===== src/rtl/mem_access_pkg.sv =====
// rtl/mem_access_pkg.sv - shared op codes, exception causes, widths and MEM-stage state encoding
package mem_access_pkg;

    localparam int RegWidth                = 32;
    localparam int ALUOpWidth              = 8;
    localparam int CSRAddrWidth            = 14;
    localparam int CauseWidth              = 7;
    localparam int FiveExceptionCauseWidth = 5 * CauseWidth;

    localparam logic [ALUOpWidth-1:0] ALU_NOP  = 8'h00;
    localparam logic [ALUOpWidth-1:0] ALU_LDB  = 8'h20;
    localparam logic [ALUOpWidth-1:0] ALU_LDH  = 8'h21;
    localparam logic [ALUOpWidth-1:0] ALU_LDW  = 8'h22;
    localparam logic [ALUOpWidth-1:0] ALU_LDBU = 8'h23;
    localparam logic [ALUOpWidth-1:0] ALU_LDHU = 8'h24;
    localparam logic [ALUOpWidth-1:0] ALU_STB  = 8'h25;
    localparam logic [ALUOpWidth-1:0] ALU_STH  = 8'h26;
    localparam logic [ALUOpWidth-1:0] ALU_STW  = 8'h27;

    localparam logic [CauseWidth-1:0] EXCEPTION_NOP = 7'h00;
    localparam logic [CauseWidth-1:0] EXCEPTION_ALE = 7'h09;

    typedef enum logic [2:0] {
        S_IDLE      = 3'd0,
        S_WAIT_ADDR = 3'd1,
        S_WAIT_DATA = 3'd2,
        S_DONE      = 3'd3,
        S_DRAIN     = 3'd4
    } mem_state_t;

endpackage


===== src/rtl/mem_access_align.sv =====
// rtl/mem_access_align.sv - byte-lane strobes, store replication, ALE check and load extension
module mem_align
    import mem_access_pkg::*;
(
    input  logic [ALUOpWidth-1:0] aluop,
    input  logic [1:0]            addr_lo,
    input  logic [RegWidth-1:0]   store_data,
    input  logic [RegWidth-1:0]   load_word,
    output logic                  is_load,
    output logic                  is_store,
    output logic                  ale,
    output logic [3:0]            wstrb,
    output logic [RegWidth-1:0]   wdata,
    output logic [RegWidth-1:0]   load_data
);

    logic [7:0]  byte_sel;
    logic [15:0] half_sel;

    assign byte_sel = load_word[{addr_lo, 3'b000} +: 8];
    assign half_sel = load_word[{addr_lo[1], 4'b0000} +: 16];

    always_comb begin
        is_load   = 1'b0;
        is_store  = 1'b0;
        ale       = 1'b0;
        wstrb     = 4'b0000;
        wdata     = '0;
        load_data = load_word;
        case (aluop)
            ALU_LDB: begin
                is_load   = 1'b1;
                load_data = {{24{byte_sel[7]}}, byte_sel};
            end
            ALU_LDBU: begin
                is_load   = 1'b1;
                load_data = {24'h000000, byte_sel};
            end
            ALU_LDH: begin
                is_load   = 1'b1;
                ale       = addr_lo[0];
                load_data = {{16{half_sel[15]}}, half_sel};
            end
            ALU_LDHU: begin
                is_load   = 1'b1;
                ale       = addr_lo[0];
                load_data = {16'h0000, half_sel};
            end
            ALU_LDW: begin
                is_load   = 1'b1;
                ale       = |addr_lo;
            end
            ALU_STB: begin
                is_store = 1'b1;
                wstrb    = 4'b0001 << addr_lo;
                wdata    = {4{store_data[7:0]}};
            end
            ALU_STH: begin
                is_store = 1'b1;
                ale      = addr_lo[0];
                wstrb    = 4'b0011 << {addr_lo[1], 1'b0};
                wdata    = {2{store_data[15:0]}};
            end
            ALU_STW: begin
                is_store = 1'b1;
                ale      = |addr_lo;
                wstrb    = 4'b1111;
                wdata    = store_data;
            end
            default: ;
        endcase
    end

endmodule


===== src/rtl/mem_access.sv =====
// rtl/mem_access.sv - MEM stage: data-bus load/store sequencing, stall request and MEM/WB pass-through
module mem_access
    import mem_access_pkg::*;
#(
    parameter int ADDR_W  = 32,
    parameter int CAUSE_W = 7
) (
    input  logic                    clk,
    input  logic                    rst,
    input  logic                    exception_flush,
    input  logic                    pause_wb,

    input  logic [ADDR_W-1:0]       in_reg_write_data,
    input  logic [4:0]              in_reg_write_addr,
    input  logic                    in_reg_write_en,
    input  logic [ALUOpWidth-1:0]   in_aluop,
    input  logic [ADDR_W-1:0]       in_mem_addr,
    input  logic [ADDR_W-1:0]       in_store_data,
    input  logic                    in_csr_read_en,
    input  logic                    in_csr_write_en,
    input  logic [CSRAddrWidth-1:0] in_csr_addr,
    input  logic [ADDR_W-1:0]       in_csr_write_data,
    input  logic [ADDR_W-1:0]       in_csr_mask,
    input  logic [4:0]              in_is_exception,
    input  logic [5*CAUSE_W-1:0]    in_exception_cause,
    input  logic [ADDR_W-1:0]       in_pc,

    output logic                    data_req,
    output logic                    data_we,
    output logic [3:0]              data_wstrb,
    output logic [ADDR_W-1:0]       data_addr,
    output logic [ADDR_W-1:0]       data_wdata,
    input  logic                    data_addr_ok,
    input  logic                    data_data_ok,
    input  logic [ADDR_W-1:0]       data_rdata,

    output logic                    pause_request,

    output logic [ADDR_W-1:0]       out_reg_write_data,
    output logic [4:0]              out_reg_write_addr,
    output logic                    out_reg_write_en,
    output logic [ALUOpWidth-1:0]   out_aluop,
    output logic                    out_csr_read_en,
    output logic                    out_csr_write_en,
    output logic [CSRAddrWidth-1:0] out_csr_addr,
    output logic [ADDR_W-1:0]       out_csr_write_data,
    output logic [ADDR_W-1:0]       out_csr_mask,
    output logic [4:0]              out_is_exception,
    output logic [5*CAUSE_W-1:0]    out_exception_cause,
    output logic [ADDR_W-1:0]       out_pc
);

    mem_state_t          state, next_state;
    logic [ADDR_W-1:0]   load_buf;
    logic                is_load, is_store, ale, access, capture;
    logic [ADDR_W-1:0]   load_data;

    mem_align u_align (
        .aluop      (in_aluop),
        .addr_lo    (in_mem_addr[1:0]),
        .store_data (in_store_data),
        .load_word  (load_buf),
        .is_load    (is_load),
        .is_store   (is_store),
        .ale        (ale),
        .wstrb      (data_wstrb),
        .wdata      (data_wdata),
        .load_data  (load_data)
    );

    // Instructions already carrying an exception or misaligned never touch the bus.
    assign access    = (is_load || is_store) && (in_is_exception == 5'b00000) && !ale;
    assign data_we   = is_store;
    assign data_addr = {in_mem_addr[ADDR_W-1:2], 2'b00};
    assign capture   = (state == S_WAIT_DATA) && data_data_ok && !exception_flush;

    always_ff @(posedge clk) begin
        if (rst) begin
            state    <= S_IDLE;
            load_buf <= '0;
        end else begin
            state <= next_state;
            if (capture) begin
                load_buf <= data_rdata;
            end
        end
    end

    always_comb begin
        next_state    = state;
        data_req      = 1'b0;
        pause_request = 1'b0;
        case (state)
            S_IDLE: begin
                if (access && !exception_flush) begin
                    data_req      = 1'b1;
                    pause_request = 1'b1;
                    next_state    = data_addr_ok ? S_WAIT_DATA : S_WAIT_ADDR;
                end
            end
            S_WAIT_ADDR: begin
                // Address not yet accepted, so a flush can still withdraw the request.
                if (exception_flush) begin
                    next_state = S_IDLE;
                end else begin
                    data_req      = 1'b1;
                    pause_request = 1'b1;
                    if (data_addr_ok) begin
                        next_state = S_WAIT_DATA;
                    end
                end
            end
            S_WAIT_DATA: begin
                pause_request = 1'b1;
                if (data_data_ok) begin
                    next_state = exception_flush ? S_IDLE : S_DONE;
                end else if (exception_flush) begin
                    next_state = S_DRAIN;
                end
            end
            S_DONE: begin
                if (exception_flush || !pause_wb) begin
                    next_state = S_IDLE;
                end
            end
            S_DRAIN: begin
                // The orphaned response is still due; hold any new access until it lands.
                pause_request = access;
                if (data_data_ok) begin
                    next_state = S_IDLE;
                end
            end
            default: next_state = S_IDLE;
        endcase
    end

    always_comb begin
        out_reg_write_data  = in_reg_write_data;
        out_reg_write_en    = in_reg_write_en;
        out_is_exception    = in_is_exception;
        out_exception_cause = in_exception_cause;
        if ((state == S_DONE) && is_load) begin
            out_reg_write_data = load_data;
        end
        if (ale) begin
            out_reg_write_en                          = 1'b0;
            out_is_exception[3]                       = 1'b1;
            out_exception_cause[3*CAUSE_W +: CAUSE_W] = CAUSE_W'(EXCEPTION_ALE);
        end
    end

    assign out_reg_write_addr = in_reg_write_addr;
    assign out_aluop          = in_aluop;
    assign out_csr_read_en    = in_csr_read_en;
    assign out_csr_write_en   = in_csr_write_en;
    assign out_csr_addr       = in_csr_addr;
    assign out_csr_write_data = in_csr_write_data;
    assign out_csr_mask       = in_csr_mask;
    assign out_pc             = in_pc;

endmodule


===== config.mk =====
export PLATFORM = sky130hd
export DESIGN_NAME = mem_access
export DESIGN_NICKNAME = d
export VERILOG_FILES = /design/src/rtl/mem_access_pkg.sv /design/src/rtl/mem_access_align.sv /design/src/rtl/mem_access.sv
export SDC_FILE = /design/constraint.sdc
export NUM_CORES = 1
export LEC_CHECK = 0
export BUFFER_PORTS_ARGS = -buffer_cell sky130_fd_sc_hd__buf_2
export CAP_MARGIN = 5
export CORE_AREA = 2 2 220 222
export DETAILED_ROUTE_END_ITERATION = 12
export DIE_AREA = 0 0 222 224
export PLACE_DENSITY = 0.33
export SKIP_CTS_REPAIR_TIMING = 1
export SLEW_MARGIN = 40
export SYNTH_ARGS = -nofsm -noshare
export SYNTH_HDL_FRONTEND = slang
export SYNTH_SLANG_ARGS = --single-unit

===== constraint.sdc =====
create_clock -name clk -period 2.1 [get_ports clk]
set_input_delay 0.315 -clock clk [delete_from_list [all_inputs] [get_ports clk]]
set_output_delay 0.315 -clock clk [all_outputs]
set_load 0.05 [all_outputs]

==> impl_metrics.csv <==
group,metric,value,unit
logic_synthesis,synth-compound-area-share,0.240,
setup_path,crit_chain,"mux2_4 > a2bb2oi_2 > a21oi_1 > or2_1 > buf_6 > o22a_1 > buf_2",
logic_synthesis,synth_fa_ha_area_frac,0,
placed_design,io_buffers,216,
cts,clock-sinks,35,
setup_path,worstReg2RegEnd,"load_buf[7]",
route,first_pass_iters,4,
global_routing,grt_antenna_before_repair,6,
global_routing,use_met1,0.0930,
cells_and_area,design_area,0.00674,mm2
pwr,powerDensity,335,mW/mm2
cts,cts_root_buf,"clkbuf_16",
cells_and_area,finalNetCount,1058,
timing,finalHoldViolCount,0,
logic_synthesis,synthFlopType,"dfxtp_1",
setup_path,arrival,1.95,ns
logic_synthesis,synthDistinctLibCells,48,
timing,setup_viol,32,
route,vias,4771,
status,run_status,"complete, but fails checks",
logic_synthesis,synth-edff-count,0,
logic_synthesis,synth_common_cells,"buf_4, nand2_1, a21oi_1, nor2_1, dfxtp_1",
logic_synthesis,ys_seq_elements,35,
placed_design,pre_cts_slack,-0.275,ns
timing,fin_skew,0.00196,ns
cts,cts_made_buffers,5,
cells_and_area,utilization,0.142,
placed_design,dp_hpwl,20100,um
logic_synthesis,synth-simple-area-share,0.225,
global_routing,grt_pass1_vias,4795,
global_routing,grt_max_degree,33,
pwr,irDropWorstVdd,0.219,mV
cells_and_area,drive_above_1_share,0.514,
status,violations,"negative setup slack",
cells_and_area,n_fill_cell,5468,
cts,cts.clk_slew.worst_paths,0.06,ns
route,wl_per_cell,17.9,um
cts,clockBufferDepth,2,
hold_path,hold_start,"data_rdata[23]",
timing,finalCritPeriodShare,1.08,
floorplan,io_pins,569,
cells_and_area,final_cell_count_no_fill,1374,
timing,slew_viol_final,0,
cells_and_area,syn_to_final_growth,51.3,%
logic_synthesis,synth-seq-area-share,0.157,
hold_path,min_delay_worst_endpoint,"load_buf[23]",
setup_path,r2r_slack,0.61,ns
setup_path,criticalPathCategory,"flop to output pin",
logic_synthesis,yosys.cell_count.top_type,"buf_4",
setup_path,required,1.78,ns
logic_synthesis,synth.area.mux_share,0.00561,
logic_synthesis,synth_area_leaders,"buf_4, dfxtp_1, a21oi_1",
timing,fmax,442,MHz
setup_path,reg2regPathDepth,6,
logic_synthesis,synth_area,0.00446,mm2
logic_synthesis,synthCells,674,
logic_synthesis,syn_area_per_cell,6.61,um2
floorplan,initial_core_util,0.0942,
pwr,p_leak,0.00268,uW
setup_path,crit_fanout,8,
cts,insertion_delay,0.29,ns
cells_and_area,num_antenna_cells,0,
timing,rsz0062_at_grt,"yes",
route,ant_nets,0,
floorplan,core,0.0473,mm2
route,vias_per_cell,3.47,
hold_path,whs_path_depth,3,
timing,min_period,2.26,ns
route,wirelength,24600,um
pwr,p_total,2260,uW
global_routing,grt_pass1_wl,33000,um
logic_synthesis,yosysWarningCount,0,
floorplan,dieWidth,222,um
setup_path,cp_slowest_stage_delay,0.35,ns
logic_synthesis,async_flop_share,0,
placed_design,gp_congestion,0.759,
floorplan,dieArea,0.0497,mm2
setup_path,critPathCaptureType,"output pin",
logic_synthesis,yosys.area.top_type_share,0.323,
cts,tritoncts,"built",
setup_path,startpoint_type,"flop",
hold_path,min_path_type,"input pin to flop",
global_routing,met3_usage,0.0441,
floorplan,dieHeight,224,um
placed_design,dp_cells,1356,
setup_path,worst_path_max_delay_cell,"dfxtp_4",
logic_synthesis,yosys.area.top_type,"buf_4",
logic_synthesis,synth-xor-area-share,0.00393,
route,drcViolationCount,0,
logic_synthesis,synth_top_family_by_area,"buffers and inverters",
global_routing,grtUsageTotal,0.0908,
timing,setup_ws,-0.164,ns
route,drtIter0Drc,129,
setup_path,regToRegStartpoint,"state[0]",
global_routing,use_met2,0.155,
global_routing,busiest_layer,"met2",
global_routing,grt_overflow_total,0,
placed_design,placed_cell_area,0.00599,mm2
floorplan,row_count,80,
cts,cts-htree-levels,2,
run,cap_violations,0,
==> worst max-delay path: cells and delay by family, from the launching register on <==
family | cells | cell delay (ns)
compound gates | 3 | 0.40
mux | 1 | 0.27
simple gates | 1 | 0.27
buf+inv | 2 | 0.36
flops | 1 | 0.35
==> stage by stage <==
stage	hold WS [ns]	TNS (ns)
2_1_floorplan	0.394	-3.47
5_1_grt	0.251	-7.33
4_1_cts	0.246	-10.09
3_3_place_gp	0.460	-7.44
6_report	0.250	-4.07
3_5_place_dp	0.456	-6.39
==> worst max-delay path by stage <==
| stage | start | slack (ns) | depth (start not counted) | to |
|---|---|---|---|---|
| after floorplan | state[1] | -0.29 | 6 | out_reg_write_data[19] |
| after global placement | in_aluop[2] | -0.46 | 7 | out_reg_write_data[5] |
| after detailed placement | in_aluop[1] | -0.27 | 9 | out_reg_write_data[5] |
| after CTS | load_buf[31] | -0.33 | 8 | out_reg_write_data[30] |
| after global routing | state[2] | -0.29 | 8 | out_reg_write_data[19] |
| final | load_buf[15] | -0.16 | 7 | out_reg_write_data[11] |
==> power breakdown <==
| part | internal [uW] | leakage, uW | switching [uW] |
|---|---|---|---|
| registers | 661 | 0.000284 | 0.0420 |
| clock network | 439 | 0.0000679 | 309 |
| logic | 340 | 0.00233 | 512 |
==> logic make-up (layout without fill, tap and decap cells) <==
family | count (synthesis) | after routing
mux | 2 | 2
xor+xnor | 2 | 2
simple gates | 221 | 222
compound gates | 176 | 176
buf+inv | 237 | 320
flops | 35 | 35
other cells | 1 | 2
==> registers in the layout, summed over array words and instances, names as in the netlist <==
register and count:
state 3, load_buf 32
==> layout by cell type (no fill, tap or decap), types with 9 or more instances in the layout <==
master and count:
buf_6 39, a21oi_4 22, nand2_1 103, clkbuf_16 9
a22oi_1 17, a21oi_1 67, buf_2 162, buf_12 27
dfxtp_1 31, a21o_1 10, nor2b_1 19, and2_1 13
buf_4 70, nor2_1 47
==> metal layers <==
metal	vias up	part of all wire
met4	10	0.045
met1	2148	0.36
li1	2233	-
met3	82	0.11
met5	-	0.0040
met2	298	0.48
==> cell type report <==
class | count | area, um2 | area share
Sequential cell | 35 | 711 | 0.105
Inverter | 6 | 22.5 | 0.00334
Tap cell | 615 | 769 | 0.114
Clock buffer | 7 | 133 | 0.0197
Clock inverter | 1 | 5.00 | 0.000742
Multi-Input combinational cell | 404 | 2640 | 0.392
Timing Repair Buffer | 306 | 2460 | 0.365
Power figures use the tool's default switching activity.
